--- src/rtl/csi_pkg.sv ---
// Shared CSI-2 header definitions for the packet handler: data types,
// header field positions and the handler state encoding.
package csi_pkg;

   localparam logic [5:0] DT_FS    = 6'h00;
   localparam logic [5:0] DT_FE    = 6'h01;
   localparam logic [5:0] DT_LS    = 6'h02;
   localparam logic [5:0] DT_LE    = 6'h03;
   localparam logic [5:0] DT_RAW10 = 6'h2B;

   localparam int HDR_WC_MSB = 23;
   localparam int HDR_WC_LSB = 8;
   localparam int HDR_VC_MSB = 7;
   localparam int HDR_VC_LSB = 6;
   localparam int HDR_DT_MSB = 5;
   localparam int HDR_DT_LSB = 0;

   typedef enum logic [1:0] {
      ST_IDLE  = 2'd0,
      ST_RECV  = 2'd1,
      ST_DRAIN = 2'd2
   } state_t;

endpackage

--- src/rtl/pckt_byte_tracker.sv ---
// Remaining-byte counter for one long packet; flags the first and last beat
// and produces the valid-byte mask of the current beat.
module pckt_byte_tracker #(
   parameter int BPC = 2
) (
   input  logic           rxbyteclkhs,
   input  logic           reset,
   input  logic           load,
   input  logic [15:0]    wc,
   input  logic           advance,
   output logic [BPC-1:0] byte_en,
   output logic           last,
   output logic           first
);

   logic [16:0] remaining_q, remaining_d;
   logic        first_q, first_d;

   assign last  = (remaining_q <= 17'(BPC));
   assign first = first_q;

   // Byte i is valid while more than i bytes remain; saturates to all ones
   // on every beat but the last.
   always_comb begin
      byte_en = '0;
      for (int i = 0; i < BPC; i++) begin
         byte_en[i] = (remaining_q > 17'(i));
      end
   end

   always_comb begin
      remaining_d = remaining_q;
      first_d     = first_q;
      if (load) begin
         remaining_d = {1'b0, wc};
         first_d     = 1'b1;
      end else if (advance) begin
         remaining_d = last ? 17'd0 : (remaining_q - 17'(BPC));
         first_d     = 1'b0;
      end
   end

   always_ff @(posedge rxbyteclkhs) begin
      if (reset) begin
         remaining_q <= '0;
         first_q     <= 1'b0;
      end else begin
         remaining_q <= remaining_d;
         first_q     <= first_d;
      end
   end

endmodule

--- src/rtl/pckthandler_mc.sv ---
// Multi-VC CSI-2 packet handler: short-packet frame tracking and long-packet
// payload extraction. Optional per-VC filter: PCKTHANDLER_VC_FILTER_EN.
//
// state    | meaning
// ST_IDLE  | waiting for a packet header
// ST_RECV  | forwarding payload of an accepted pixel packet
// ST_DRAIN | discarding beats until end of transmission
module pckthandler_mc
   import csi_pkg::*;
#(
   parameter int         DATA_WIDTH = 16,
   parameter int         NUM_VC     = 4,
   parameter logic [5:0] PIXEL_DT   = DT_RAW10,
   localparam int        BPC        = DATA_WIDTH / 8
) (
   input  logic                  rxbyteclkhs,
   input  logic                  reset,
`ifdef PCKTHANDLER_VC_FILTER_EN
   input  logic [NUM_VC-1:0]     vc_enable,
`endif
   input  logic [DATA_WIDTH-1:0] data_stream,
   input  logic [23:0]           ph_stream,
   input  logic                  ph_select,
   input  logic                  valid_stream,
   input  logic                  ecc_error,
   output logic [DATA_WIDTH-1:0] out_stream,
   output logic [BPC-1:0]        out_byte_en,
   output logic                  out_valid,
   output logic                  out_sol,
   output logic                  out_eol,
   output logic [1:0]            out_vc,
   output logic [15:0]           line_count,
   output logic [NUM_VC-1:0]     frame_active,
   output logic                  err_no_frame,
   output logic                  err_truncated,
   output logic                  err_dup_fs
);

   state_t                state_q;
   logic [DATA_WIDTH-1:0] out_stream_q;
   logic [BPC-1:0]        out_byte_en_q;
   logic                  out_valid_q, out_sol_q, out_eol_q;
   logic [1:0]            vc_q;
   logic [3:0]            frame_active_q;
   logic [15:0]           line_cnt_q [4];
   logic                  err_no_frame_q, err_truncated_q, err_dup_fs_q;

   logic [15:0]           hdr_wc;
   logic [1:0]            hdr_vc;
   logic [5:0]            hdr_dt;
   logic                  hdr_fire;
   logic [3:0]            vc_en_w;
   logic                  vc_ok;
   logic                  trk_load, trk_advance;
   logic [BPC-1:0]        trk_byte_en;
   logic                  trk_last, trk_first;

   assign hdr_wc   = ph_stream[HDR_WC_MSB:HDR_WC_LSB];
   assign hdr_vc   = ph_stream[HDR_VC_MSB:HDR_VC_LSB];
   assign hdr_dt   = ph_stream[HDR_DT_MSB:HDR_DT_LSB];
   assign hdr_fire = valid_stream & ph_select & ~ecc_error;

   // VCs at or above NUM_VC read as disabled.
   always_comb begin
      vc_en_w = '0;
      for (int i = 0; i < NUM_VC; i++) begin
`ifdef PCKTHANDLER_VC_FILTER_EN
         vc_en_w[i] = vc_enable[i];
`else
         vc_en_w[i] = 1'b1;
`endif
      end
   end

   assign vc_ok = vc_en_w[hdr_vc];

   always_comb begin
      trk_load    = (state_q == ST_IDLE) && hdr_fire && vc_ok &&
                    (hdr_dt == PIXEL_DT) && frame_active_q[hdr_vc] &&
                    (hdr_wc != 16'd0);
      trk_advance = (state_q == ST_RECV) && valid_stream;
   end

   pckt_byte_tracker #(
      .BPC (BPC)
   ) u_byte_tracker (
      .rxbyteclkhs (rxbyteclkhs),
      .reset       (reset),
      .load        (trk_load),
      .wc          (hdr_wc),
      .advance     (trk_advance),
      .byte_en     (trk_byte_en),
      .last        (trk_last),
      .first       (trk_first)
   );

   always_ff @(posedge rxbyteclkhs) begin
      if (reset) begin
         state_q         <= ST_IDLE;
         out_stream_q    <= '0;
         out_byte_en_q   <= '0;
         out_valid_q     <= 1'b0;
         out_sol_q       <= 1'b0;
         out_eol_q       <= 1'b0;
         vc_q            <= '0;
         frame_active_q  <= '0;
         err_no_frame_q  <= 1'b0;
         err_truncated_q <= 1'b0;
         err_dup_fs_q    <= 1'b0;
         for (int i = 0; i < 4; i++) begin
            line_cnt_q[i] <= '0;
         end
      end else begin
         out_byte_en_q   <= '0;
         out_valid_q     <= 1'b0;
         out_sol_q       <= 1'b0;
         out_eol_q       <= 1'b0;
         err_no_frame_q  <= 1'b0;
         err_truncated_q <= 1'b0;
         err_dup_fs_q    <= 1'b0;

         case (state_q)
            ST_IDLE: begin
               if (hdr_fire) begin
                  if (!vc_ok) begin
                     state_q <= ST_DRAIN;
                  end else if (hdr_dt == DT_FS) begin
                     if (frame_active_q[hdr_vc]) begin
                        err_dup_fs_q <= 1'b1;
                     end else begin
                        frame_active_q[hdr_vc] <= 1'b1;
                        line_cnt_q[hdr_vc]     <= '0;
                     end
                  end else if (hdr_dt == DT_FE) begin
                     frame_active_q[hdr_vc] <= 1'b0;
                  end else if ((hdr_dt == DT_LS) || (hdr_dt == DT_LE)) begin
                     state_q <= ST_IDLE;
                  end else if (hdr_dt == PIXEL_DT) begin
                     if (!frame_active_q[hdr_vc]) begin
                        err_no_frame_q <= 1'b1;
                        state_q        <= ST_DRAIN;
                     end else if (hdr_wc == 16'd0) begin
                        state_q <= ST_DRAIN;
                     end else begin
                        vc_q    <= hdr_vc;
                        state_q <= ST_RECV;
                     end
                  end else begin
                     state_q <= ST_DRAIN;
                  end
               end else if (valid_stream || ecc_error) begin
                  state_q <= ST_DRAIN;
               end
            end

            ST_RECV: begin
               if (valid_stream) begin
                  out_stream_q  <= data_stream;
                  out_valid_q   <= 1'b1;
                  out_sol_q     <= trk_first;
                  out_byte_en_q <= trk_byte_en;
                  if (trk_last) begin
                     out_eol_q <= 1'b1;
                     if (line_cnt_q[vc_q] != 16'hFFFF) begin
                        line_cnt_q[vc_q] <= line_cnt_q[vc_q] + 16'd1;
                     end
                     state_q <= ST_DRAIN;
                  end
               end else begin
                  err_truncated_q <= 1'b1;
                  state_q         <= ST_IDLE;
               end
            end

            ST_DRAIN: begin
               if (!valid_stream) begin
                  state_q <= ST_IDLE;
               end
            end

            default: state_q <= ST_IDLE;
         endcase
      end
   end

   assign out_stream    = out_stream_q;
   assign out_byte_en   = out_byte_en_q;
   assign out_valid     = out_valid_q;
   assign out_sol       = out_sol_q;
   assign out_eol       = out_eol_q;
   assign out_vc        = vc_q;
   assign line_count    = line_cnt_q[vc_q];
   assign frame_active  = frame_active_q[NUM_VC-1:0];
   assign err_no_frame  = err_no_frame_q;
   assign err_truncated = err_truncated_q;
   assign err_dup_fs    = err_dup_fs_q;

endmodule

--- config.mk ---
export PLATFORM = sky130hd
export DESIGN_NAME = pckthandler_mc
export DESIGN_NICKNAME = d
export VERILOG_FILES = /design/src/rtl/csi_pkg.sv /design/src/rtl/pckt_byte_tracker.sv /design/src/rtl/pckthandler_mc.sv
export SDC_FILE = /design/constraint.sdc
export NUM_CORES = 1
export LEC_CHECK = 0
export ABC_CLOCK_PERIOD_IN_PS = 4500
export CAP_MARGIN = 25
export CORE_UTILIZATION = 53
export DETAILED_ROUTE_END_ITERATION = 10
export GPL_TIMING_DRIVEN = 1
export MAX_ROUTING_LAYER = met4
export PLACE_DENSITY = 0.86
export SLEW_MARGIN = 5
export SYNTH_ARGS = -nofsm -noshare
export SYNTH_HDL_FRONTEND = slang
export SYNTH_SLANG_ARGS = --single-unit
--- constraint.sdc ---
create_clock -name rxbyteclkhs -period 4.5 [get_ports rxbyteclkhs]
set_clock_uncertainty 0.15 [all_clocks]
set_input_delay 0.9 -clock rxbyteclkhs [delete_from_list [all_inputs] [get_ports rxbyteclkhs]]
set_output_delay 0.9 -clock rxbyteclkhs [all_outputs]
set_load 0.02 [all_outputs]
==> impl_metrics.csv <==
group,metric,value,unit
run_status,status,"finished, final reports clean",
timing,fin_ws,702.6,ps
routing,finalWirelength,13580,um
routing,routedWlPerCell,17.94,um
logic_synthesis,synth_top_family_by_area,"simple AND/OR/NAND/NOR gates",
logic_synthesis,synthSimpleGateAreaFrac,0.2146,
routing,top_layer,"met4",
floorplan,fp.dieArea,0.01050,mm^2
clock_tree,htreeDepth,4,
logic_synthesis,syn_area,0.005348,mm^2
clock_tree,cts_tree,"done",
timing,fin_tns_setup,0,ps
timing,hold_viol_final,0,
floorplan,core_area,0.009774,mm^2
clock_tree,cts_buffer_depth,2,
routing,initialDrtViolationCount,346,
clock_tree,cts_sinks,116,
power_and_ir_drop,finalPower,2672,uW
cells_and_area,n_antenna_cell,0,
floorplan,fp.dieH,102.5,um
clock_tree,clk_pin_slew,60,ps
placed_design,dp_cells,725,
clock_tree,cts-buffers-inserted,17,
placed_design,gp_congestion,0.9086,
cells_and_area,multi_input_area,0.002220,mm^2
cells_and_area,final_common_cell,"clkdlybuf4s50_1",
setup_path,crit_type,"flop to flop",
setup_path,crit_start,"u_byte_tracker.remaining_q[11]$_SDFFE_PP0P_",
placed_design,pre_cts_ws,347.0,ps
logic_synthesis,synth_area_leader_cell,"edfxtp_1",
logic_synthesis,synth_async_sr_flop_share,0,
logic_synthesis,synth_edf_count,64,
logic_synthesis,synth-compound-area-share,0.07908,
routing,ant_nets,0,
cells_and_area,final_cell_mix,"clkdlybuf4s50_1 (90), nor2_1 (86), nand2_1 (68), edfxtp_1 (64), dfxtp_1 (52)",
setup_path,worstSetupEndpointType,"flop",
timing,tightest_slew,909.1,ps
logic_synthesis,synth_xor_area_frac,0.03767,
clock_tree,cts_setup_buffers,0,
cells_and_area,drive_above_1_share,0.1250,
logic_synthesis,netlist_instances,515,
logic_synthesis,ys_ff_latch,116,
logic_synthesis,synth_top_flop_cell,"edfxtp_1",
routing,wl_met2,7010,um
global_route,grt_pass1_vias,4370,
routing,met1_length,5211,um
setup_path,critPathMaxFanout,16,
logic_synthesis,synthMuxAreaShare,0.07908,
cells_and_area,nets,658,
clock_tree,clk_latency,520,ps
routing,post-route-drc-count,0,
logic_synthesis,yosys.area.top_type_share,0.3594,
routing,vias_per_cell,5.929,
routing,met3_length,1043,um
placed_design,portBuffers,90,
power_and_ir_drop,p_leak,0.002395,uW
routing,dr.pass1.iters,7,
floorplan,io_pins,91,
clock_tree,cts_hold_buf,0,
cells_and_area,syn_to_final_growth,31.09,%
logic_synthesis,syn_nets,562,
logic_synthesis,syn_avg_cell_area,10.38,um^2
floorplan,num_rows,36,
flow_run,maxCapViolations,0,
global_route,grt_pass1_wl,21660,um
logic_synthesis,ys_seq_area_frac,0.5540,
placed_design,postPlaceCellArea,0.006392,mm^2
setup_path,cp.arrival,3800,ps
setup_path,start_kind,"flop",
timing,fin_crit_sh,0.8439,
timing,rsz0062_at_grt,"no",
logic_synthesis,synth_fa_ha_area_frac,0.004679,
floorplan,start_util,0.5471,
timing,slew_headroom,0.3939,
global_route,antenna_found_initial,0,
logic_synthesis,yosysUniqueCellTypes,51,
timing,setup_viol,0,
logic_synthesis,synth_warnings,0,
setup_path,worstPathRequired,4500,ps
hold_path,holdCritStartpoint,"out_stream[4]$_SDFFE_PP0P_",
cells_and_area,n_fill_cell,677,
logic_synthesis,synth.area.top_cells,"edfxtp_1 (36%), dfxtp_1 (19%), mux4_2 (7.2%), nor2_1 (6.0%), nand2_1 (4.8%)",
placed_design,hpwlAfterDp,8961,um
cells_and_area,regArea,0.002963,mm^2
floorplan,die_w,102.5,um
global_route,grt_overflow,0,
global_route,grtUsageTotal,0.2880,
timing,maxSlewViolCount,0,
routing,num_vias,4488,
hold_path,hp-class,"flop to flop",
timing,fin_crit,3797,ps
power_and_ir_drop,ir_drop,0.0002542,V
setup_path,r2r_start,"u_byte_tracker.remaining_q[11]$_SDFFE_PP0P_",
timing,fmax,263.3,MHz
global_route,grt_start_max_net_pins,45,
clock_tree,cts_resized,0,
power_and_ir_drop,p_per_area,381.2,mW/mm^2
cells_and_area,final_cells,757,
cells_and_area,design_area,0.007010,mm^2
clock_tree,cts-root-buf,"clkbuf_8",
## final timing paths
check / to / slack, ps / cells after the start
worst max register to register: line_cnt_q[0][5]$_SDFFCE_PN0P_ / 700 / 6
worst min register to register: out_stream[4]$_SDFFE_PP0P_ / 300 / 2
worst max-delay path: line_cnt_q[0][5]$_SDFFCE_PN0P_ / 700 / 6
worst min-delay path: out_stream[4]$_SDFFE_PP0P_ / 300 / 2
## area by class of cell
type                       instances  area share
clock buffer                      17     0.05908
clock inverter                    15     0.02909
inverter                          12    0.006425
multi-input combinational        361      0.3166
sequential                       116      0.4226
tap                              133     0.02374
timing repair buffer             103      0.1424
## cells in the mapped netlist (3+ instances only)
cell / count
nor2_2: 10
o21ai_0: 11
nor2b_1: 4
nor3b_1: 4
clkbuf_1: 18
nand2_1: 68
o211ai_1: 3
nor2_1: 86
xor2_1: 11
edfxtp_1: 64
nor3_1: 19
nand3_1: 12
a32oi_1: 5
a31oi_1: 4
nor4_1: 10
and3_1: 3
or3_1: 7
dfxtp_1: 52
xnor2_1: 12
nand4_1: 8
mux2i_1: 4
inv_1: 12
mux4_2: 17
a21oi_1: 33
## cell families after synthesis
family / after synthesis
buffers and inverters: 38
adders and majority gates: 2
muxes: 21
AOI/OAI and AO/OA: 69
and+or+nand+nor: 246
xor gates and xnor gates: 23
DFF: 116
## per-stage QoR
stage	hold WS (ps)	utilization
final	304.5	0.7172
after global placement	291.3	0.6540
after CTS	305.5	0.7172
after floorplan	281.9	-
after detailed placement	298.6	0.6540
after global routing	326.8	0.7172
## critical path, stage by stage, from the launching register on
cell	delay (ps)
dfxtp_1	350
or4_4	570
or4_4	510
or3_1	530
o31ai_2	450
nor2b_1	200
or2_1	650
## flip-flops by register name, indices dropped and copies added (netlist names), 2 cells and up, named ones only
| signal | count |
|---|---|
| out_vc | 2 |
| out_byte_en | 2 |
| out_stream | 16 |
| state_q | 2 |
| u_byte_tracker.remaining_q | 17 |
| line_cnt_q | 64 |
## report_power, final
group	internal (uW)	switching (uW)	total (uW)
Combinational	59.9	61.1	121
Clock	903	503	1410
Sequential	1140	7.13	1150
## routing by layer
metal | track usage | vias up
li1 | - | 2048
met1 | 0.3359 | 2135
met2 | 0.4826 | 264
met3 | 0.06224 | 41
met4 | 0.1165 | 0
met5 | - | -
Note: power is estimated with default switching activity, not from simulation.
